===== src/rtl/pilsr_ctrl.sv =====
// Sequencing controller for a parallel-in, left-shift register: accepts words over
// valid/ready, drives load/shift controls and emits a framed MSB-first serial stream.
module pilsr_ctrl #(
    parameter int WIDTH    = 4,
    parameter int IDLE_GAP = 1
) (
    input  logic             c,
    input  logic             r,
    input  logic [WIDTH-1:0] in_data,
    input  logic             in_valid,
    output logic             in_ready,
    input  logic             fill_bit,
    input  logic             flush,
    output logic [WIDTH-1:0] sr_par,
    output logic             sr_load,
    output logic             sr_shift_en,
    output logic             sr_shift_in,
    input  logic             sr_shift_out,
    output logic             ser_bit,
    output logic             ser_valid,
    output logic             ser_last,
    output logic             busy,
    output logic [7:0]       words_sent
);

    localparam int BCNT_W = (WIDTH > 1) ? $clog2(WIDTH) : 1;

    localparam logic [1:0] ST_IDLE  = 2'd0;
    localparam logic [1:0] ST_LOAD  = 2'd1;
    localparam logic [1:0] ST_SHIFT = 2'd2;
    localparam logic [1:0] ST_GAP   = 2'd3;

    localparam logic [BCNT_W-1:0] BCNT_LAST = BCNT_W'(WIDTH - 1);
    localparam logic [3:0]        GAP_LAST  = 4'(IDLE_GAP - 1);

    logic [1:0]        state_q, state_d;
    logic [BCNT_W-1:0] bcnt_q,  bcnt_d;
    logic [3:0]        gcnt_q,  gcnt_d;
    logic [WIDTH-1:0]  par_q,   par_d;
    logic              fill_q,  fill_d;
    logic [7:0]        words_q, words_d;

    always_comb begin
        // NOTE: every next-state signal defaults to its current value first so no latch is inferred.
        state_d = state_q;
        bcnt_d  = bcnt_q;
        gcnt_d  = gcnt_q;
        par_d   = par_q;
        fill_d  = fill_q;
        words_d = words_q;
        case (state_q)
            ST_IDLE: begin
                if (in_valid) begin
                    par_d   = in_data;
                    fill_d  = fill_bit;
                    state_d = ST_LOAD;
                end
            end
            ST_LOAD: begin
                if (flush) begin
                    state_d = ST_IDLE;
                end else begin
                    bcnt_d  = '0;
                    state_d = ST_SHIFT;
                end
            end
            ST_SHIFT: begin
                if (flush) begin
                    state_d = ST_IDLE;
                end else if (bcnt_q == BCNT_LAST) begin
                    words_d = words_q + 8'd1;
                    gcnt_d  = '0;
                    state_d = (IDLE_GAP == 0) ? ST_IDLE : ST_GAP;
                end else begin
                    bcnt_d = bcnt_q + 1'b1;
                end
            end
            default: begin
                if (gcnt_q == GAP_LAST) begin
                    state_d = ST_IDLE;
                end else begin
                    gcnt_d = gcnt_q + 4'd1;
                end
            end
        endcase
    end

    // Reset clears the captured word too, so sr_par reads 0 straight out of reset.
    always_ff @(posedge c) begin
        if (!r) begin
            state_q <= ST_IDLE;
            bcnt_q  <= '0;
            gcnt_q  <= '0;
            par_q   <= '0;
            fill_q  <= 1'b0;
            words_q <= '0;
        end else begin
            // NOTE: sequential state uses non-blocking assignments so all registers update together.
            state_q <= state_d;
            bcnt_q  <= bcnt_d;
            gcnt_q  <= gcnt_d;
            par_q   <= par_d;
            fill_q  <= fill_d;
            words_q <= words_d;
        end
    end

    // The word is only presented to the register while it is being loaded or shifted.
    assign sr_par      = (state_q == ST_LOAD || state_q == ST_SHIFT) ? par_q : '0;
    assign sr_load     = (state_q == ST_LOAD);
    assign sr_shift_en = (state_q == ST_SHIFT);
    assign sr_shift_in = (state_q == ST_SHIFT) & fill_q;
    assign ser_bit     = sr_shift_out;
    assign ser_valid   = (state_q == ST_SHIFT);
    assign ser_last    = (state_q == ST_SHIFT) && (bcnt_q == BCNT_LAST);
    assign in_ready    = (state_q == ST_IDLE);
    assign busy        = (state_q != ST_IDLE);
    assign words_sent  = words_q;

endmodule


===== config.mk =====
export PLATFORM = sky130hd
export DESIGN_NAME = pilsr_ctrl
export DESIGN_NICKNAME = d
export VERILOG_FILES = /design/src/rtl/pilsr_ctrl.sv
export SDC_FILE = /design/constraint.sdc
export NUM_CORES = 1
export LEC_CHECK = 0
export ABC_AREA = 1
export BUFFER_PORTS_ARGS = -buffer_cell sky130_fd_sc_hd__buf_4
export CAP_MARGIN = 20
export CORE_MARGIN = 2
export CORE_UTILIZATION = 55
export CTS_CLUSTER_SIZE = 24
export DETAILED_ROUTE_END_ITERATION = 10
export PLACE_DENSITY = 0.82
export SLEW_MARGIN = 30
export SYNTH_ARGS = -nofsm -noshare
export SYNTH_HDL_FRONTEND = slang
export SYNTH_SLANG_ARGS = --single-unit
export TNS_END_PERCENT = 1

===== constraint.sdc =====
create_clock -name c -period 2.7 [get_ports c]
set_input_delay 0.54 -clock c [delete_from_list [all_inputs] [get_ports c]]
set_output_delay 0.54 -clock c [all_outputs]
set_load 0.05 [all_outputs]

# Word-level counts from Yosys, hierarchy flattened
# Index checks and enable logic that the tools add are counted.
# W data, S select, Z words.
op_classes:
  reduce_logical: 13
  bitwise: 3
  n_mux: 15
  eq_ne: 10
  n_addsub: 3
op_table:
  columns: ["cell", "count"]
  rows:
  - ["$mux W2", 8]
  - ["$mux W4", 4]
  - ["$ne A2 B2 Y1 const B", 5]
  - ["$add A8 B1 Y8 const B", 1]
  - ["$pmux W4 S2", 1]
  - ["$reduce_and A4 Y1", 2]
  - ["$pmux W2 S3", 1]
  - ["$reduce_and A3 Y1", 2]
  - ["$add A4 B1 Y4 const B", 1]
  - ["$eq A2 B2 Y1 const B", 2]
  - ["$logic_not A4 Y1", 1]
  - ["$pmux W2 S2", 1]
  - ["$reduce_bool A2 Y1", 2]
  - ["$reduce_bool A4 Y1", 1]
  - ["$ne A3 B2 Y1 const B", 1]
  - ["$add A2 B1 Y2 const B", 1]
  - ["$eq A2 B1 Y1 const B", 1]
  - ["$logic_not A2 Y1", 1]
  - ["$ne A2 B1 Y1 const B", 1]
  - ["$not A1 Y1", 2]
  - ["$reduce_and A2 Y1", 1]
  - ["$reduce_or A2 Y1", 1]
  - ["$and A1 B1 Y1", 1]
  - ["$logic_and A1 B1 Y1", 1]
  - ["$logic_or A1 B1 Y1", 1]
totals:
  reg_bits: 21
  output_inout_bits: 20
  in_bits: 10
  wordCells: 50

# Logic depth before layout (Yosys ltp)
logic_depth:
  ltp_word: 4
  mapped_depth: 10
  depth_no_buf: 10

# Least setup slack after synthesis
# No wires, ideal clock.
synth_path:
  path_kind: "flip-flop to flip-flop"
  from: "register state_q[0]"
  to: "register state_q[1]"
  setup_time_ps: 113
  arrival_time_ps: 1903
  synth_period_minus_slack_ps: 2016
  stages_incl_launch_ff: 11
  path_slack_ps: 684
  n_path_buf: 0
  cell_sequence: "dfxtp_1 inv_1 ha_1 inv_1 or2_1 nand2_1 inv_2 nand2_1 nand2_1 nand2_1 nor2_1"
synth_between:
  elab_chain_len: 3
  word_cells_on_any_way: 8
synth_lines:
  columns: ["item", "line", "source"]
  rows:
  - ["from (decl)", "36", "logic [1:0] state_q, state_d;"]
  - ["from (signal assigned)", "99", "state_q <= state_d;"]
  - ["$logic_not A2 Y1 *", null, null]
  - ["named net in_ready", "11", "output logic in_ready,"]
  - ["$reduce_bool A4 Y1 (no source line) / $ne A2 B2 Y1 (equally long branches)", null, null]
  - ["$reduce_and A3 Y1 (no source line)", null, null]
# The timed path passes the listed nets; every way through them passes the cells marked *.
# A chain may end at the register's enable or synchronous reset.

# Worst setup path after layout
layout_path:
  from: "register state_q[0]"
  to: "output sr_par[1]"
layout_between:
  elab_chain_len: 3
  word_cells_on_any_way: 4
layout_lines:
  columns: ["item", "line", "source"]
  rows:
  - ["$eq A2 B1 Y1 / $eq A2 B2 Y1 (equally long branches)", "109", "assign sr_par = (state_q == ST_LOAD || state_q == ST_SHIFT) ? par_q : '0;"]
  - ["$logic_or A1 B1 Y1 *", "109", null]
  - ["$mux W4 *", "109", null]
  - ["to (decl)", "14", "output logic [WIDTH-1:0] sr_par,"]
# Mark *: on every way between the ends. The rest lies on a longest branch, timed or not.

==> metrics.txt <==
routed length per instance=10.7 um; CP arrival=around 1.6 ns; WL final=2560 um; number of max-slew violations in the final report=0; CP Data Required Time=2.16 ns; Die Outline Area=2620 um^2; wire length of the first global-routing pass=approximately 4400 um; total vias in the final route=approximately 1,200; count of routing violations after the opening detailed-route iteration=20; result of the run=finished, final reports clean; post-synth design cell area=1220 um^2; PortBufs=27; highest clock rate=between 0.4 and 0.5 GHz; library cell with the largest summed area after synthesis=sky130_fd_sc_hd__dfxtp_1; worst reg-to-reg setup slack=1.15 ns; share of synthesized area occupied by flip-flops and latches=0.344; R2R depth=8; actual transition at the worst max-transition pin=0.313 ns; number of flops mapped to enable cells by yosys=0; tightest slew margin relative to the limit=0.791; clock buffer count from CTS=3; end point of the worst hold path=par_q[1]; Ys Warns=0; worst hold-check slack=0.456 ns; initial antenna violation count=0; Reg2Reg Capture Point=bcnt_q[0]; vias in the first global route=1,057; worst-case vdd ir drop=832 uV; unique cell type count in the Yosys netlist=22; dominant synthesized flop cell=sky130_fd_sc_hd__dfxtp_1; unrepaired setup endpoints after global routing=no; proportion of synthesized flip-flops having asynchronous set or reset=0; Clock H-tree levels=1; leakage power summed over all cells=roughly 0.78 nW; P&R area growth vs syn=19.7%; Setup crit end kind=primary output; insertion delay to the later sink of the worst-skew pair=0.31 ns; pin count of the biggest net entering global routing=19; clock slew seen by the registers of the worst setup and hold paths=0.12 ns; startpoint kind of the worst setup timing path=register; first-pass iteration count of the detailed router=4; final clock period utilization by the worst path=0.772; Mapped Nets=204; FF-to-FF Start=state_q[0]; Clock Skews=0.00796 ns; Resized Gates After CTS=0; dpl cells=236; number of antenna repair diodes=0; worst-case clock buffer depth=2; family with the most delay on the worst path=flip-flops; row cnt=17; GRT Util Overall=0.227; layout cell share with drive strength beyond 1=0.193; total power consumption of the routed design=1.21 mW; category of the most critical setup path=reg -> out; ranking of synthesized cells by instance count=42 x sky130_fd_sc_hd__nand2_1, 31 x sky130_fd_sc_hd__nor2_1, 29 x sky130_fd_sc_hd__inv_1; worst setup path startpoint=state_q[0]; Max-cap violations=0; Post-CTS Setup Bufs=0; number of instances in the synthesized netlist=185; series of cell instances along the critical path=inv_1 -> ha_1 -> nand2_1 -> inv_1 -> buf_4; flip-flop and latch count after synthesis=21; initial cell density of the core=0.569; share of the synthesized area in the top cell type=0.344; total DRC errors in the routed layout=0; cells taking the most area after synthesis=sky130_fd_sc_hd__dfxtp_1 34%, sky130_fd_sc_hd__nand2_1 13%, sky130_fd_sc_hd__nor2_1 9.5%, sky130_fd_sc_hd__ha_1 9.2%, sky130_fd_sc_hd__inv_1 8.9%; cell type with the highest occurrence count on the critical path=sky130_fd_sc_hd__inv_1; Worst Hold Depth=3; launch instance of the worst min-delay path=in_data[1]; slowest CP cell=sky130_fd_sc_hd__dfxtp_1; I/O pin cnt=30; setup-violating endpoint count in the final report=0; die span in x=51.1 um; largest fanout on the critical path=5; power density normalized to cell area=829 nW/um^2; global placer's final weighted congestion=0.782; clock net sink count=21; most common cell in the netlist=sky130_fd_sc_hd__nand2_1; Post-Synthesis Mean Instance Area=6.61 um^2; sum of negative setup slack=0 ns; vias per cell=4.93; CTS tree=done; CTS Hold Bufs=0; final worst path period need=2.09 ns; total grt overflow=0; Core Box Area=2150 um^2; final non-filler cell total=240; ANT nets after route=0; path type of the worst min-delay path=in -> reg; CP Buf/Inv Count=3; post-detailed-placement half-perimeter wirelength=2020 um; cell at the root of the clock tree=sky130_fd_sc_hd__clkbuf_4; Vert. Die Dim=51.1 um; hold violation total from the final report=0; stage delay of the slowest cell on the critical path=~0.4 ns; Net count, final=232
[worst register-to-register path: stages (launching register included)]
cell and delay [ns]:
sky130_fd_sc_hd__dfxtp_1 0.41, sky130_fd_sc_hd__inv_1 0.11, sky130_fd_sc_hd__ha_1 0.32, sky130_fd_sc_hd__inv_2 0.14, sky130_fd_sc_hd__a21oi_1 0.10, sky130_fd_sc_hd__nor2_1 0.17
sky130_fd_sc_hd__o21ai_0 0.11, sky130_fd_sc_hd__nand2_1 0.07, sky130_fd_sc_hd__nor2_1 0.04
[kinds of logic (layout without fill, tap and decap cells)]
logic type | count (synthesis) | count (layout) | synth area share
AO/OA/AOI/OAI | 24 | 24 | 0.103
adder cells (fa/ha/maj) | 9 | 9 | 0.0921
buffers and inverters | 38 | 65 | 0.128
flip-flops | 21 | 21 | 0.344
AND/OR/NAND/NOR | 93 | 93 | 0.333
[per-stage QoR]
step	setup WS (ns)	cell area [um^2]	utilization
after floorplan	0.684	1220	-
after global placement	1.05	1440	0.669
after detailed placement	0.981	1440	0.669
after CTS	0.622	1460	0.681
after global routing	0.535	1460	0.681
final	0.614	1460	0.681
[layer usage]
| metal | global-route usage | wire (um) | vias up |
|---|---|---|---|
| met4 | 0.122 | 59 | 0 |
| met2 | 0.394 | 1240 | 19 |
| met1 | 0.271 | 1160 | 540 |
| li1 | - | - | 619 |
| met5 | 0 | 0 | - |
| met3 | 0.0292 | 95 | 5 |
[how the worst max path moves through the flow]
stage / depth (start not counted) / end / slack (ns)
floorplan: 10 / state_q[1] / 0.68
global placement: 5 / ser_last / 1.05
detailed placement: 5 / sr_par[1] / 0.98
CTS: 5 / sr_par[1] / 0.62
global route: 5 / ser_last / 0.53
finish: 5 / sr_par[1] / 0.61
[cells in the final DEF, fill, tap and decap left out]
master / n
sky130_fd_sc_hd__nand2_1: 42
sky130_fd_sc_hd__nor2_1: 31
sky130_fd_sc_hd__inv_1: 29
sky130_fd_sc_hd__buf_4: 27
sky130_fd_sc_hd__dfxtp_1: 21
sky130_fd_sc_hd__nand3_1: 11
sky130_fd_sc_hd__a21oi_1: 10
sky130_fd_sc_hd__o21ai_1: 9
sky130_fd_sc_hd__ha_1: 9
sky130_fd_sc_hd__inv_2: 4
sky130_fd_sc_hd__o21ai_0: 3
sky130_fd_sc_hd__clkbuf_4: 3
sky130_fd_sc_hd__nand2_4: 2
sky130_fd_sc_hd__nor2_4: 2
sky130_fd_sc_hd__nand4_1: 2
sky130_fd_sc_hd__clkinv_4: 1
sky130_fd_sc_hd__o21ai_2: 1
sky130_fd_sc_hd__nand2_2: 1
sky130_fd_sc_hd__or2_1: 1
sky130_fd_sc_hd__nand3b_1: 1
sky130_fd_sc_hd__a211oi_1: 1
sky130_fd_sc_hd__clkbuf_1: 1
[registers in the layout, summed over array words and instances, names as in the netlist]
| register | cells |
|---|---|
| bcnt_q | 2 |
| fill_q | 1 |
| gcnt_q | 4 |
| par_q | 4 |
| state_q | 2 |
| words_sent | 8 |
[area by class of cell]
type                            count  area (um^2)
Fill cell                         205          686
Timing Repair Buffer               27          203
Multi-Input combinational cell    126          646
Tap cell                           28         35.0
Clock buffer                        4         26.3
Inverter                           34          133
Sequential cell                    21          420
[report_power, final]
group	leakage [nW]	switching, mW	internal, mW	total (mW)
combinational	0.599	0.476	0.199	0.675
clock	0.0150	0.0975	0.0577	0.155
sequential	0.171	0.0311	0.351	0.382
total	0.785	0.604	0.607	1.21
No activity file was read; power rests on OpenSTA's default activity.
